`src/rtl/alu_share_if.sv`:
```
// Request/response bundle between two ALU requesters, the share controller
// and the response consumer.
interface alu_share_if;
  logic       req0_valid;
  logic       req0_ready;
  logic [2:0] req0_op;
  logic [7:0] req0_a;
  logic [7:0] req0_b;

  logic       req1_valid;
  logic       req1_ready;
  logic [2:0] req1_op;
  logic [7:0] req1_a;
  logic [7:0] req1_b;

  logic       rsp_valid;
  logic       rsp_ready;
  logic       rsp_id;
  logic [7:0] rsp_result;
  logic [2:0] rsp_flags;

  logic [7:0] ops_done;
  logic       busy;

  modport slave (
    input  req0_valid, req0_op, req0_a, req0_b,
    input  req1_valid, req1_op, req1_a, req1_b,
    input  rsp_ready,
    output req0_ready, req1_ready,
    output rsp_valid, rsp_id, rsp_result, rsp_flags,
    output ops_done, busy
  );

  modport master (
    output req0_valid, req0_op, req0_a, req0_b,
    output req1_valid, req1_op, req1_a, req1_b,
    output rsp_ready,
    input  req0_ready, req1_ready,
    input  rsp_valid, rsp_id, rsp_result, rsp_flags,
    input  ops_done, busy
  );
endinterface

```
`src/rtl/alu_share_ctrl.sv`:
```
// Round-robin controller sharing one 8-bit ALU between two valid/ready
// requesters, returning tagged results on a single response channel.
module alu_8bit (
  input  logic [7:0] a,
  input  logic [7:0] b,
  input  logic [2:0] sel,
  output logic [7:0] result,
  output logic       carry,
  output logic       negative,
  output logic       zero
);
  logic [8:0] sum;

  // The adder subtracts whenever sel[2] is set, so CARRY becomes (a >= b).
  assign sum = {1'b0, a} + {1'b0, (sel[2] ? ~b : b)} + {8'd0, sel[2]};

  always_comb begin
    case (sel)
      3'b000:  result = sum[7:0];
      3'b001:  result = a & b;
      3'b010:  result = a | b;
      3'b011:  result = {a[6:0], 1'b0};
      3'b100:  result = a >> 1;
      default: result = 8'd0;
    endcase
  end

  assign carry    = sum[8];
  assign negative = result[7];
  assign zero     = (result == 8'd0);
endmodule

module alu_share_ctrl (
  input  logic         clk,
  input  logic         rst,
  alu_share_if.slave   bus
);
  localparam logic [1:0] S_IDLE = 2'd0;
  localparam logic [1:0] S_EXEC = 2'd1;
  localparam logic [1:0] S_RESP = 2'd2;

  logic [1:0] state_q, state_d;
  logic       last_grant_q, last_grant_d;
  logic       id_q, id_d;
  logic [2:0] op_q, op_d;
  logic [7:0] a_q, a_d;
  logic [7:0] b_q, b_d;
  logic [7:0] result_q, result_d;
  logic [2:0] flags_q, flags_d;
  logic [7:0] ops_done_q, ops_done_d;

  logic       grant_valid;
  logic       grant_id;
  logic       accept;
  logic [7:0] alu_result;
  logic       alu_carry, alu_negative, alu_zero;

  always_comb begin
    grant_valid = bus.req0_valid | bus.req1_valid;
    grant_id    = 1'b0;
    if (bus.req0_valid && bus.req1_valid) grant_id = ~last_grant_q;
    else if (bus.req1_valid)              grant_id = 1'b1;
  end

  // Ready is held low while reset is asserted even though the state reads IDLE.
  assign accept         = ~rst & (state_q == S_IDLE) & grant_valid;
  assign bus.req0_ready = accept & ~grant_id;
  assign bus.req1_ready = accept &  grant_id;

  alu_8bit u_alu (
    .a        (a_q),
    .b        (b_q),
    .sel      (op_q),
    .result   (alu_result),
    .carry    (alu_carry),
    .negative (alu_negative),
    .zero     (alu_zero)
  );

  always_comb begin
    // NOTE: every signal gets a default here so no path leaves it unassigned (no latches).
    state_d      = state_q;
    last_grant_d = last_grant_q;
    id_d         = id_q;
    op_d         = op_q;
    a_d          = a_q;
    b_d          = b_q;
    result_d     = result_q;
    flags_d      = flags_q;
    ops_done_d   = ops_done_q;

    case (state_q)
      S_IDLE: begin
        if (accept) begin
          id_d         = grant_id;
          last_grant_d = grant_id;
          op_d         = grant_id ? bus.req1_op : bus.req0_op;
          a_d          = grant_id ? bus.req1_a  : bus.req0_a;
          b_d          = grant_id ? bus.req1_b  : bus.req0_b;
          state_d      = S_EXEC;
        end
      end
      S_EXEC: begin
        result_d = alu_result;
        flags_d  = {alu_carry, alu_negative, alu_zero};
        state_d  = S_RESP;
      end
      S_RESP: begin
        if (bus.rsp_ready) begin
          ops_done_d = ops_done_q + 8'd1;
          state_d    = S_IDLE;
        end
      end
      default: state_d = S_IDLE;
    endcase
  end

  // NOTE: operand registers are reset too; they are few and it keeps outputs defined.
  always_ff @(posedge clk or posedge rst) begin
    if (rst) begin
      state_q      <= S_IDLE;
      last_grant_q <= 1'b1;
      id_q         <= 1'b0;
      op_q         <= 3'd0;
      a_q          <= 8'd0;
      b_q          <= 8'd0;
      result_q     <= 8'd0;
      flags_q      <= 3'd0;
      ops_done_q   <= 8'd0;
    end else begin
      // NOTE: non-blocking assignments so every flop samples pre-edge values.
      state_q      <= state_d;
      last_grant_q <= last_grant_d;
      id_q         <= id_d;
      op_q         <= op_d;
      a_q          <= a_d;
      b_q          <= b_d;
      result_q     <= result_d;
      flags_q      <= flags_d;
      ops_done_q   <= ops_done_d;
    end
  end

  assign bus.rsp_valid  = (state_q == S_RESP);
  assign bus.rsp_id     = id_q;
  assign bus.rsp_result = result_q;
  assign bus.rsp_flags  = flags_q;
  assign bus.ops_done   = ops_done_q;
  assign bus.busy       = (state_q != S_IDLE);
endmodule

```
`src/flat_wrapper.sv`:
```
// flat-port wrapper written by rule: the top's interface ports become plain ports
module alu_share_ctrl_flat 
  (clk, rst, bus_req0_valid, bus_req0_op, bus_req0_a, bus_req0_b, bus_req1_valid, bus_req1_op, bus_req1_a, bus_req1_b, bus_rsp_ready, bus_req0_ready, bus_req1_ready, bus_rsp_valid, bus_rsp_id, bus_rsp_result, bus_rsp_flags, bus_ops_done, bus_busy);
  alu_share_if bus_i ();
  input  logic clk;
  input  logic rst;
  input wire logic [$bits(bus_i.req0_valid)-1:0] bus_req0_valid;
  input wire logic [$bits(bus_i.req0_op)-1:0] bus_req0_op;
  input wire logic [$bits(bus_i.req0_a)-1:0] bus_req0_a;
  input wire logic [$bits(bus_i.req0_b)-1:0] bus_req0_b;
  input wire logic [$bits(bus_i.req1_valid)-1:0] bus_req1_valid;
  input wire logic [$bits(bus_i.req1_op)-1:0] bus_req1_op;
  input wire logic [$bits(bus_i.req1_a)-1:0] bus_req1_a;
  input wire logic [$bits(bus_i.req1_b)-1:0] bus_req1_b;
  input wire logic [$bits(bus_i.rsp_ready)-1:0] bus_rsp_ready;
  output wire logic [$bits(bus_i.req0_ready)-1:0] bus_req0_ready;
  output wire logic [$bits(bus_i.req1_ready)-1:0] bus_req1_ready;
  output wire logic [$bits(bus_i.rsp_valid)-1:0] bus_rsp_valid;
  output wire logic [$bits(bus_i.rsp_id)-1:0] bus_rsp_id;
  output wire logic [$bits(bus_i.rsp_result)-1:0] bus_rsp_result;
  output wire logic [$bits(bus_i.rsp_flags)-1:0] bus_rsp_flags;
  output wire logic [$bits(bus_i.ops_done)-1:0] bus_ops_done;
  output wire logic [$bits(bus_i.busy)-1:0] bus_busy;
  assign bus_i.req0_valid = bus_req0_valid;
  assign bus_i.req0_op = bus_req0_op;
  assign bus_i.req0_a = bus_req0_a;
  assign bus_i.req0_b = bus_req0_b;
  assign bus_i.req1_valid = bus_req1_valid;
  assign bus_i.req1_op = bus_req1_op;
  assign bus_i.req1_a = bus_req1_a;
  assign bus_i.req1_b = bus_req1_b;
  assign bus_i.rsp_ready = bus_rsp_ready;
  assign bus_req0_ready = bus_i.req0_ready;
  assign bus_req1_ready = bus_i.req1_ready;
  assign bus_rsp_valid = bus_i.rsp_valid;
  assign bus_rsp_id = bus_i.rsp_id;
  assign bus_rsp_result = bus_i.rsp_result;
  assign bus_rsp_flags = bus_i.rsp_flags;
  assign bus_ops_done = bus_i.ops_done;
  assign bus_busy = bus_i.busy;
  alu_share_ctrl u_core (.clk(clk), .rst(rst), .bus(bus_i));
endmodule
```
`config.mk`:
```
export PLATFORM = sky130hd
export DESIGN_NAME = alu_share_ctrl_flat
export DESIGN_NICKNAME = d
export VERILOG_FILES = /design/src/rtl/alu_share_if.sv /design/src/rtl/alu_share_ctrl.sv /design/src/flat_wrapper.sv
export SDC_FILE = /design/constraint.sdc
export NUM_CORES = 1
export LEC_CHECK = 0
export CAP_MARGIN = 20
export CORE_MARGIN = 2
export CORE_UTILIZATION = 30
export CTS_CLUSTER_SIZE = 14
export DETAILED_ROUTE_END_ITERATION = 12
export SLEW_MARGIN = 5
export SYNTH_ARGS = -nofsm -noshare
export SYNTH_HDL_FRONTEND = slang
export SYNTH_SLANG_ARGS = --single-unit
export TNS_END_PERCENT = 100
```
`constraint.sdc`:
```
create_clock -name clk -period 2.79 [get_ports clk]
set_input_delay 0.558 -clock clk [delete_from_list [all_inputs] [get_ports clk]]
set_output_delay 0.558 -clock clk [all_outputs]
set_load 0.01 [all_outputs]
```
==> flow_summary.yaml <==
placement:
  numPortBuffers: 66
  dpl.hpwl_um: 4460
  place_congestion: 0.771
  place_inst: 430
  placed_area_um2: 3360
clock_tree:
  htreeDepth: 2
  clk_latency_ns: 0.29
  cts_tree: "built"
  clk_pin_slew_worst_paths_ns: 0.08
  root_buffer: "clkbuf_8"
  numCtsBuffers: 5
  clock_path_buffers: 2
  cts.sinks: 41
power:
  p_per_area_nw_per_um2: 1080
  ir_worst_vdd_v: 0.000366
  leakage_nw: 1.55
routing:
  dr.pass1.iters: 4
  avgViaCountPerCell: 4.70
  drc_errors: 0
  drt_iter0_drc: 105
  wl_per_cell_um: 13.0
  finalWirelength_um: 5670
  vias: 2057
  ant_nets: 0
yosys:
  synth_async_sr_flop_share_pct: 100
  ys_ff_latch: 41
  syn-num-nets: 319
  syn_inst: 265
  synthesis.area_um2: 2600
  avgSynthCellArea_um2: 9.81
  synth_ff_type: "dfrtp_1"
  post_synth_num_cell_types: 57
  ys.warnings.count: 0
  seq_area_frac_synth_pct: 39.5
  synth_edf_count: 0
setup_path:
  path_max_fanout: 3
  rr_worst_depth: 9
  crit_path_max_incr_delay_ns: 0.56
  cp.arrival_ns: 2.01
  rrSetupSlack_ns: 0.23
  worst_path_max_delay_cell: "clkdlybuf4s50_1"
  path_cells: "clkdlybuf4s50_1, a21boi_2, nor2b_1, clkdlybuf4s50_1"
  reg2reg_to: "u_core.bus.rsp_flags[0]"
  path_class: "primary input to primary output"
  crit_cells: 4
  critPathLaunchType: "primary input"
  crit_family: "buffers and inverters"
  cp.required_ns: 2.23
  worstReg2RegStart: "u_core.op_q[2]"
  cpMostUsedCell: "clkdlybuf4s50_1"
  path_buf_inv: 2
  crit_path_end_kind: "primary output"
final_layout:
  area_delta_synth_final_pct: 34.3
  antennaDiodeCount: 0
  design_area_um2: 3490
  layout.cells.most_common_list: "66 x clkdlybuf4s50_1, 40 x dfrtp_1, 33 x nand2_1"
  layout.cells.non_filler: 438
  final_common_cell: "clkdlybuf4s50_1"
  drive_above_1_share_pct: 11.1
  fin_nets: 386
  nFillCells: 829
global_routing:
  grt_pass1_wl_um: 9980
  grt_max_degree: 42
  grtUsageTotal_pct: 12.7
  grt_pass1_vias: 2055
  antenna_found_initial: 0
  grt_overflow: 0
sta:
  rsz0062_at_grt: "false"
  slew-limit-headroom_pct: 59.7
  min_period_over_period_pct: 92.0
  final_max_slew_viol_count: 0
  tightest_slew_ns: 0.603
  max_freq_mhz: 390
  skew_ns: 0.00749
  fin_crit_ns: 2.57
  hold_viol: 0
  fin_tns_setup_ns: 0
  whs_ns: 0.473
  setup-violations-final: 0
floorplan:
  fp-row-count: 33
  io_pins: 67
  core_um2: 8300
  start_util_pct: 31.3
  die-area_um2: 9420
  chipHeight_um: 97.1
  die_w_um: 97.1
run_status:
  status: "finished clean"
job:
  drv_cap: 0
worst_hold_path:
  hold-path-cell-count: 1
  min_path_type: "register to register"
  min_from: "u_core.bus.ops_done[7]"
  hold_end: "u_core.bus.ops_done[7]"
[cell usage after synthesis, types with 2 or more instances]
master	instances	share of area (%)
clkbuf_1	6	0.87
nor3_1	4	0.77
a21oi_1	11	2.1
ha_1	10	4.8
xnor2_1	12	4.0
and3_1	3	0.72
mux2_2	5	2.2
a22oi_1	2	0.58
nand4_1	3	0.72
buf_4	2	0.58
xor2_1	8	2.7
nor2b_1	2	0.48
o21ai_1	2	0.39
nor2_1	7	1.0
nand2b_1	4	0.96
inv_1	8	1.2
o21ai_0	27	5.2
dfrtp_1	40	39
clkbuf_8	3	1.6
nor3b_1	3	0.87
mux2i_1	25	9.6
o211ai_1	2	0.58
a21o_1	5	1.4
nand2_1	33	4.8
and2_1	2	0.48
o21bai_1	2	0.58
buf_2	4	0.77
[metal layers]
metal	share of wire (%)	up-vias	wire, um	track usage (%)
met3	3.8	2	215	2.66
met5	0	-	0	0
li1	-	1072	-	-
met2	48	42	2710	20.8
met4	0.37	0	21	2.60
met1	48	941	2720	17.3
[stage by stage]
stage               setup WS [ns]  utilization, %  power, mW
floorplan                   0.210               -       2.63
global placement            0.191            40.5       3.21
detailed placement          0.182            40.5       3.26
CTS                         0.163            42.0       3.78
global route               0.0572            42.1       4.11
finish                      0.223            42.1       3.76
[cell families after synthesis]
kind of cell | Yosys count | synth area share, %
multiplexers | 30 | 11.8
flip-flops | 41 | 39.5
AO/OA/AOI/OAI | 68 | 16.9
adder cells (fa/ha/maj) | 11 | 5.59
buffers and inverters | 24 | 5.39
XOR/XNOR | 20 | 6.74
AND/OR/NAND/NOR | 71 | 14.1
[sequential cells by signal, summed over array words and instances, names as in the netlist]
register	cells
u_core.a_q	8
u_core.b_q	8
u_core.bus.ops_done	8
u_core.bus.rsp_result	7
u_core.bus.rsp_flags	3
u_core.op_q	3
u_core.state_q	2
u_core.bus.rsp_id	1
u_core.last_grant_q	1
[worst max path at each step]
stage / start / to / slack (ns)
after global routing: u_core.op_q[2] / u_core.bus.rsp_flags[0] / 0.06
final: bus_req1_valid / bus_req1_ready / 0.22
after global placement: bus_req1_valid / bus_req1_ready / 0.19
after floorplan: u_core.op_q[2] / u_core.bus.rsp_flags[0] / 0.21
after detailed placement: u_core.op_q[2] / u_core.bus.rsp_flags[0] / 0.18
after CTS: u_core.op_q[2] / u_core.bus.rsp_flags[0] / 0.16
[power by group]
group / leakage [nW] / switching [mW] / total, mW / internal, mW
Sequential: 0.517 / 0.288 / 1.11 / 0.822
Clock: 0.0574 / 0.203 / 0.494 / 0.291
Combinational: 0.972 / 1.05 / 2.15 / 1.10
Total: 1.55 / 1.54 / 3.76 / 2.21
[layout make-up]
type | instances | area, um^2 | share of cell area [%]
Timing Repair Buffer | 76 | 736 | 21.1
Sequential cell | 41 | 1030 | 29.4
Multi-Input combinational cell | 200 | 1450 | 41.4
Clock inverter | 2 | 37.5 | 1.08
Clock buffer | 6 | 82.6 | 2.37
Tap cell | 105 | 131 | 3.76
Inverter | 8 | 30.0 | 0.860
[repair_timing]
| item | in CTS | in global routing |
|---|---|---|
| hold buffers | 0 | 0 |
| buffers inserted | 0 | 0 |
| endpoints found under the setup margin | 0 | 1 |
| gates resized for setup | 0 | 1 |
(Power assumes the default switching activity.)
==> RTL edit: new RTL, config.mk and constraints unchanged <==
Reset style: synchronous (`rst`), changed in one clocked block.
--- a/src/rtl/alu_share_ctrl.sv
+++ b/src/rtl/alu_share_ctrl.sv
@@ -116,7 +116,7 @@
   end
 
   // NOTE: operand registers are reset too; they are few and it keeps outputs defined.
-  always_ff @(posedge clk or posedge rst) begin
+  always_ff @(posedge clk) begin
     if (rst) begin
       state_q      <= S_IDLE;
       last_grant_q <= 1'b1;
Function: differs if rst is asserted again (counterexample within 4 cycles, from zero or initial values and one cycle with rst high); with rst held inactive, the same outputs for 10 cycles.
==> RTL edit against the unedited design <==
- clock skew decreased by 0.00065 ns
- setup slack got worse by 0.052 ns
- count of clock-buffer cells in the layout rose by 1
- synthesized cell count up 4.5%
- routed wire length up 10%
- non-clock buffer count down 4
- final area fell by 8.1%
- area after synthesis shrank 9.2%
- sequential cell count unchanged
- final cell count increased by 0.46%
- critical path type unchanged
- largest cell class unchanged
Power is not compared: it rests on default switching activity, and its combinational part moved more than twofold at a synthesized area within 25%.
==> RTL edit: results (changes against the unedited design) <==
Synth Instances: 277 (was 265)
R2r endpoint: u_core.bus.rsp_flags[0]$_SDFFE_PP0N_ (was u_core.bus.rsp_flags[0]$_DFFE_PP0N_)
Top_reg_cell synth: dfxtp_1 (was dfrtp_1)
Fraction of layout cells with a size suffix above 1: 0.06509 (was 0.1111)
# placed instances: 432 (was 430)
Vias per inst: 5.145 (was 4.696)
Mux cell area share after synthesis: 0.02386 (was 0.1180)
Slew HR: 0.4380 (was 0.5970)
Non-Filler Instances: 440 (was 438)
Synth unique cells: 51 (was 57)
Post-Synth XOR/XNOR Area: 0.07052 (was 0.06740)
First-pass GRT wire length: 10490 um (was 9984 um)
WP data arrival: 2.06 ns (was 2.01 ns)
Outcome: completed (unchanged)
Drt pass-1 iters: 7 (was 4)
Critical-path maximum fanout: 5 (was 3)
Worst hold slack: 0.4711 ns (was 0.4729 ns)
Drt first-iter violations: 258 (was 105)
Setup crit end: bus_req0_ready (was bus_req1_ready)
Adder-Cell Fraction of Synth Area: 0.06151 (was 0.05585)
Layout Nets: 391 (was 386)
WHS Endpoint: u_core.last_grant_q$_SDFFE_PP1P_ (was u_core.bus.ops_done[7]$_DFFE_PP0P_)
Drt wl/cell: 14.20 um (was 12.95 um)
Compound-cell area share of the yosys netlist: 0.2529 (was 0.1690)
Number of global-route vias before repair: 2163 (was 2055)
Fill cells: 791 (was 829)
Fraction of registers with async set/reset: 0 (was 1.000)
Synth area leaders: dfxtp_1 35%, a222oi_1 8.1%, nor2_1 7.5%, ha_1 5.3%, xor2_1 4.8% (was dfrtp_1 39%, mux2i_1 9.6%, o21ai_0 5.2%, ha_1 4.8%, nand2_1 4.8%)
Placer's final routability congestion estimate: 0.8102 (was 0.7710)
R2r startpoint: u_core.b_q[0]$_SDFFE_PP0P_ (was u_core.op_q[2]$_DFFE_PP0P_)
Post-Syn Nets: 331 (was 319)
Hold Crit Start: u_core.last_grant_q$_SDFFE_PP1P_ (was u_core.bus.ops_done[7]$_DFFE_PP0P_)
-- RTL edit: cell count changes in the layout (fill, tap and decap cells not counted), sizes merged, moves of 6 or more --
cell and delta:
a211oi +6, a222oi +19, dfrtp -40, dfxtp +41, mux2i -22, nand2 -17
nor2 +40, o21ai -14, xnor2 -6
-- RTL edit: power by group --
part | total (uW) | switching, uW | internal (uW)
Combinational | 457 | 219 | 238
Sequential | 682 | 53.9 | 628
Clock | 440 | 211 | 228
-- RTL edit: per-layer routing --
layer | global-route usage | wire length (um) | up-vias | share of wire
li1 | - | - | 1141 | -
met1 | 0.2118 | 3039 | 1062 | 0.49
met2 | 0.2378 | 2901 | 57 | 0.46
met3 | 0.02278 | 253 | 4 | 0.040
met4 | 0.04044 | 52 | 0 | 0.0083
met5 | 0 | 0 | - | 0
-- RTL edit: worst max-delay path: stages --
cell	delay, ns
clkdlybuf4s50_1	0.43
nor2_1	0.17
o21ai_1	0.10
a21oi_1	0.12
buf_4	0.15
clkdlybuf4s50_1	0.54
-- RTL edit: layout make-up --
| cell class | count | area, um^2 | share of cell area |
|---|---|---|---|
| multi-input cells | 208 | 1416 | 0.4413 |
| flip-flops and latches | 41 | 820.8 | 0.2558 |
| repair buffers | 72 | 705.7 | 0.2199 |
| well taps | 102 | 127.6 | 0.03977 |
| clock buffers | 7 | 96.34 | 0.03002 |
| inverters | 9 | 33.78 | 0.01053 |
| clock inverters | 1 | 8.758 | 0.002729 |
-- RTL edit: through the flow --
stage	total power, uW	setup slack [ns]	area (um^2)
2_1_floorplan	966.8	0.2497	2360
3_3_place_gp	1145	0.1684	3098
3_5_place_dp	1148	0.1641	3098
4_1_cts	1593	0.1641	3203
5_1_grt	1673	0.04083	3209
6_report	1579	0.1712	3209
